## src/rtl/fifo_arb_pkg.sv

```systemverilog
// Shared types and helpers for the FIFO round-robin merge arbiter.
package fifo_arb_pkg;
  localparam int STATS_W = 16;

  typedef enum logic {IDLE = 1'b0, OWN = 1'b1} arb_state_e;

  // Index width for n sources, never narrower than one bit
  function automatic int src_w(input int n);
    return (n < 2) ? 1 : $clog2(n);
  endfunction
endpackage

```

## src/rtl/rr_pick.sv

```systemverilog
// First-set search over req starting at index start, wrapping modulo N.
module rr_pick import fifo_arb_pkg::*; #(
  parameter int N = 4,
  parameter int W = src_w(N)
) (
  input  logic [N-1:0] req,
  input  logic [W-1:0] start,
  output logic [W-1:0] idx,
  output logic         found
);
  // Walk offsets from far to near so the nearest set bit after start wins
  always_comb begin
    idx   = '0;
    found = 1'b0;
    for (int i = N - 1; i >= 0; i--) begin
      if (req[(int'(start) + i) % N]) begin
        idx   = W'((int'(start) + i) % N);
        found = 1'b1;
      end
    end
  end
endmodule

```

## src/rtl/fifo_rr_arbiter.sv

```systemverilog
// Merges NUM_SRC lookahead FIFO read ports into one lookahead stream with
// round-robin arbitration and a bounded burst per owner.
// Optional per-source grant counters: define FIFO_RR_ARBITER_STATS_EN.
module fifo_rr_arbiter import fifo_arb_pkg::*; #(
  parameter  int NUM_SRC    = 4,
  parameter  int DATA_WIDTH = 32,
  parameter  int MAX_BURST  = 4,
  localparam int SRC_W      = src_w(NUM_SRC)
) (
  input  logic                          clk,
  input  logic                          rst,
  input  logic [NUM_SRC-1:0]            empty_i,
  output logic [NUM_SRC-1:0]            rd_i,
  input  logic [NUM_SRC*DATA_WIDTH-1:0] dout_i,
  output logic                          empty,
  input  logic                          rd,
  output logic [DATA_WIDTH-1:0]         dout,
  output logic [SRC_W-1:0]              src
`ifdef FIFO_RR_ARBITER_STATS_EN
  ,
  input  logic                          stats_clr,
  output logic [NUM_SRC*STATS_W-1:0]    grant_cnt
`endif
);
  localparam int BW = $clog2(MAX_BURST + 1);
  localparam logic [BW-1:0] BMAX = BW'(MAX_BURST);

  arb_state_e         state;
  logic [SRC_W-1:0]   owner, start, pick_idx, grant;
  logic [BW-1:0]      burst_cnt;
  logic [NUM_SRC-1:0] owner_oh;
  logic               pick_found, others_ne, sticky, load;

  // Scan begins just past the last owner so it gets lowest priority
  assign start = (owner == SRC_W'(NUM_SRC - 1)) ? '0 : owner + 1'b1;

  rr_pick #(.N(NUM_SRC), .W(SRC_W)) u_pick (
    .req   (~empty_i),
    .start (start),
    .idx   (pick_idx),
    .found (pick_found)
  );

  // Grant selection and pop generation; pick_found doubles as "any source ready"
  always_comb begin
    owner_oh  = NUM_SRC'(1) << owner;
    others_ne = |(~empty_i & ~owner_oh);
    sticky    = (state == OWN) && !empty_i[owner] &&
                ((burst_cnt < BMAX) || !others_ne);
    grant     = sticky ? owner : pick_idx;
    load      = rst && (empty || rd) && pick_found;
    rd_i      = load ? (NUM_SRC'(1) << grant) : '0;
  end

  // Ownership / burst tracking FSM
  always_ff @(posedge clk) begin
    if (!rst) begin
      state     <= IDLE;
      owner     <= '0;
      burst_cnt <= '0;
    end else if (load) begin
      state <= OWN;
      if (state == IDLE || grant != owner) begin
        owner     <= grant;
        burst_cnt <= BW'(1);
      end else if (burst_cnt < BMAX) begin
        burst_cnt <= burst_cnt + 1'b1;
      end
    end else if (state == OWN && !pick_found) begin
      state     <= IDLE;
      burst_cnt <= '0;
    end
  end

  // One-entry output register: refill on load, otherwise drain on pop
  always_ff @(posedge clk) begin
    if (!rst) begin
      empty <= 1'b1;
      dout  <= '0;
      src   <= '0;
    end else if (load) begin
      empty <= 1'b0;
      dout  <= dout_i[grant*DATA_WIDTH +: DATA_WIDTH];
      src   <= grant;
    end else if (rd && !empty) begin
      empty <= 1'b1;
    end
  end

`ifdef FIFO_RR_ARBITER_STATS_EN
  logic [NUM_SRC-1:0][STATS_W-1:0] cnt;
  assign grant_cnt = cnt;

  for (genvar k = 0; k < NUM_SRC; k++) begin : g_stat
    // Saturating pop counter; a clear still records a same-cycle grant
    always_ff @(posedge clk) begin
      if (!rst)
        cnt[k] <= '0;
      else if (stats_clr)
        cnt[k] <= STATS_W'(rd_i[k]);
      else if (rd_i[k] && cnt[k] != '1)
        cnt[k] <= cnt[k] + 1'b1;
    end
  end
`endif
endmodule

```

## config.mk

```make
export PLATFORM = sky130hd
export DESIGN_NAME = fifo_rr_arbiter
export DESIGN_NICKNAME = d
export VERILOG_FILES = /design/src/rtl/fifo_arb_pkg.sv /design/src/rtl/rr_pick.sv /design/src/rtl/fifo_rr_arbiter.sv
export SDC_FILE = /design/constraint.sdc
export NUM_CORES = 1
export LEC_CHECK = 0
export BUFFER_PORTS_ARGS = -buffer_cell sky130_fd_sc_hd__clkbuf_2
export CORE_MARGIN = 2
export CORE_UTILIZATION = 45
export DETAILED_ROUTE_END_ITERATION = 10
export GPL_TIMING_DRIVEN = 0
export PLACE_DENSITY = 0.93
export SETUP_SLACK_MARGIN = 0.05
export SYNTH_ARGS = -nofsm -noshare
export SYNTH_HDL_FRONTEND = slang
export SYNTH_HIERARCHICAL = 1
export SYNTH_SLANG_ARGS = --single-unit
```

## constraint.sdc

```tcl
create_clock -name clk -period 4.06 [get_ports clk]
set_input_delay 0.812 -clock clk [delete_from_list [all_inputs] [get_ports clk]]
set_output_delay 0.812 -clock clk [all_outputs]
set_load 0.01 [all_outputs]
```

==> results.json <==
{
  "status": "completed",
  "hold_viol": 0,
  "postSynthAreaPerCell_um2": 9.26,
  "drv_cap": 0,
  "power.leakage_nw": 1.90,
  "syn-instance-count": 273,
  "most-common-layout-cells": "clkbuf_2, mux2i_1, nand2_1, dfxtp_1, o221ai_1",
  "cts_tree": "built",
  "tightest_slew_ns": 0.492,
  "ys_seq_area_share_pct": 32.5,
  "cts_made_buffers": 5,
  "core_area_um2": 5470,
  "post-route-period-util_pct": 91.8,
  "path_max_fanout": 10,
  "clock_sinks": 41,
  "worstPathBufferInverterCount": 4,
  "worstPathCellList": "inv_2 -> ha_1 -> nand2b_1 -> a21oi_1 -> a211oi_2 -> inv_1 -> a21oi_1 -> nor2_4 -> buf_2 -> nor3_1 -> clkbuf_2",
  "final_nets": 593,
  "synth_flop_cell": "dfxtp_1",
  "drc": 0,
  "initial_core_util_pct": 46.2,
  "post-route-min-period_ns": 3.73,
  "gp_congestion": 0.887,
  "worst_slack_ns": 0.334,
  "htree_levels": 2,
  "grt_max_degree": 13,
  "antenna_found_initial": 0,
  "clkTransAtPathRegs_ns": 0.08,
  "cp_slowest_cell": "dfxtp_1",
  "ys_ff_latch": 41,
  "fmax_mhz": 268,
  "wl_per_cell_um": 15.4,
  "async_flop_share_pct": 0,
  "die_w_um": 78.9,
  "final_common_cell": "clkbuf_2",
  "cts_max_path_buffers": 2,
  "synth_edf_count": 0,
  "maxSlewViolCount": 0,
  "layout-drive-gt1-share_pct": 43.4,
  "hold_buffers": 0,
  "finClkSkew_ns": 0.00815,
  "worstPathRequired_ns": 3.25,
  "overflow": 0,
  "worstHoldPathType": "reg -> reg",
  "powerDensity_nw_per_um2": 397,
  "synth.distinct_cells": 41,
  "syn_to_final_growth_pct": 41.1,
  "setup-tns-final_ns": 0,
  "vdd_drop_max_mv": 0.188,
  "start_kind": "flip-flop",
  "track_usage_pct": 25.3,
  "ctsResizeCount": 0,
  "ios": 174,
  "root_buffer": "clkbuf_8",
  "antenna_cells": 0,
  "syn_area_um2": 2530,
  "drt-initial-drc-count": 98,
  "first_global_vias": 2857,
  "postCtsSetupBuffers": 0,
  "syn_nets": 413,
  "cpMostUsedCell": "a21oi_1",
  "max_slew_margin_pct": 67.2,
  "clk_latency_ns": 0.29,
  "row_count": 27,
  "yosysWarnings": 6,
  "rsz0062_at_grt": "false",
  "first_pass_iters": 4,
  "critical-path-top-delay-family": "buffers and inverters",
  "finalSetupViolCount": 0,
  "place_ws_ns": 0.698,
  "hpwl_um": 6440,
  "die_h_um": 78.9,
  "grt_first_pass_wirelength_um": 12600,
  "critPathKind": "reg -> out",
  "dieArea_um2": 6230,
  "via_count": 2810,
  "ant_nets": 0,
  "crit_path_end_kind": "output port",
  "max_stage_delay_ns": 0.50,
  "viasPerCell": 5.34,
  "routed_wl_um": 8090,
  "arrival_ns": 2.91,
  "io_buffers": 173
}
## tightest hold or removal path, delay by kind of cell, from the launching register on
kind,cells,cell delay [ns]
DFF,1,0.33
AOI/OAI and AO/OA,1,0.06
and+or+nand+nor,1,0.05
## registers in the layout (all words and copies together), names as in the netlist
register and flops:
dout 32, owner 2, burst_cnt 3, state 1, empty 1, src 2
## metrics by stage
stage | cell area (µm²) | total power (W) | utilization, % | hold slack, ns | std cells
6_report | 3570 | 0.00142 | 65.2 | 0.465 | 526
5_1_grt | 3570 | 0.00150 | 65.2 | 0.505 | 526
4_1_cts | 3570 | 0.00142 | 65.2 | 0.470 | 526
3_5_place_dp | 3480 | 0.00116 | 63.6 | 0.450 | 518
3_3_place_gp | 3480 | 0.00114 | 63.6 | 0.444 | 518
2_1_floorplan | 2530 | 0.000929 | - | 0.487 | 273
## cell families (layout without fill, tap and decap cells)
logic type,after synthesis,after routing,synth area share (%)
xor gates and xnor gates,1,1,0.347
AOI/OAI and AO/OA,61,61,19.7
buffers and inverters,30,211,6.14
adders and majority gates,5,5,2.48
DFF,41,41,32.5
muxes,69,69,27.5
and+or+nand+nor,66,66,11.4
## final timing paths
path / start / cells past startpoint / end / slack, ns
setup reg to reg: owner[1] / 11 / dout[10] / 1.14
setup / recovery: owner[1] / 11 / rd_i[3] / 0.33
hold reg to reg: dout[15] / 2 / dout[15] / 0.47
hold / removal: dout[15] / 2 / dout[15] / 0.47
## layer usage
layer	track usage, %	wire length (µm)	up-vias
li1	-	-	1376
met3	5.91	613	16
met2	47.6	4070	138
met1	27.6	3240	1280
met4	8.62	170	0
met5	0	0	-
## synthesized netlist by cell type, types with 2 or more instances
master    number  share of area [%]
nor3_1         5               0.99
o21ai_0        5               0.99
buf_1          2               0.30
inv_1         10                1.5
buf_4          5                1.5
dfxtp_1       41                 32
nand2_1       41                6.1
clkbuf_1       6               0.89
o221ai_1      32                 11
and3_1         2               0.49
o22ai_1        3               0.74
and2_1         3               0.74
mux2i_1       68                 27
buf_2          4               0.79
ha_1           5                2.5
a21oi_1        7                1.4
nand2b_1       2               0.49
nor2_1         9                1.3
## area by class of cell
class / count / area, µm²
buffer: 19 / 114
clock buffer: 7 / 76.3
clock inverter: 1 / 7.51
fill: 475 / 1910
inverter: 11 / 41.3
multi-input combinational: 202 / 1550
sequential: 41 / 821
tap: 72 / 90.1
timing repair buffer: 173 / 866
## power by group
group | switching [W] | total [W] | internal, W
sequential | 0.0000450 | 0.000529 | 0.000484
combinational | 0.000328 | 0.000623 | 0.000295
clock | 0.000142 | 0.000263 | 0.000122
total | 0.000515 | 0.00142 | 0.000901
No activity file was read; power rests on OpenSTA's default activity.
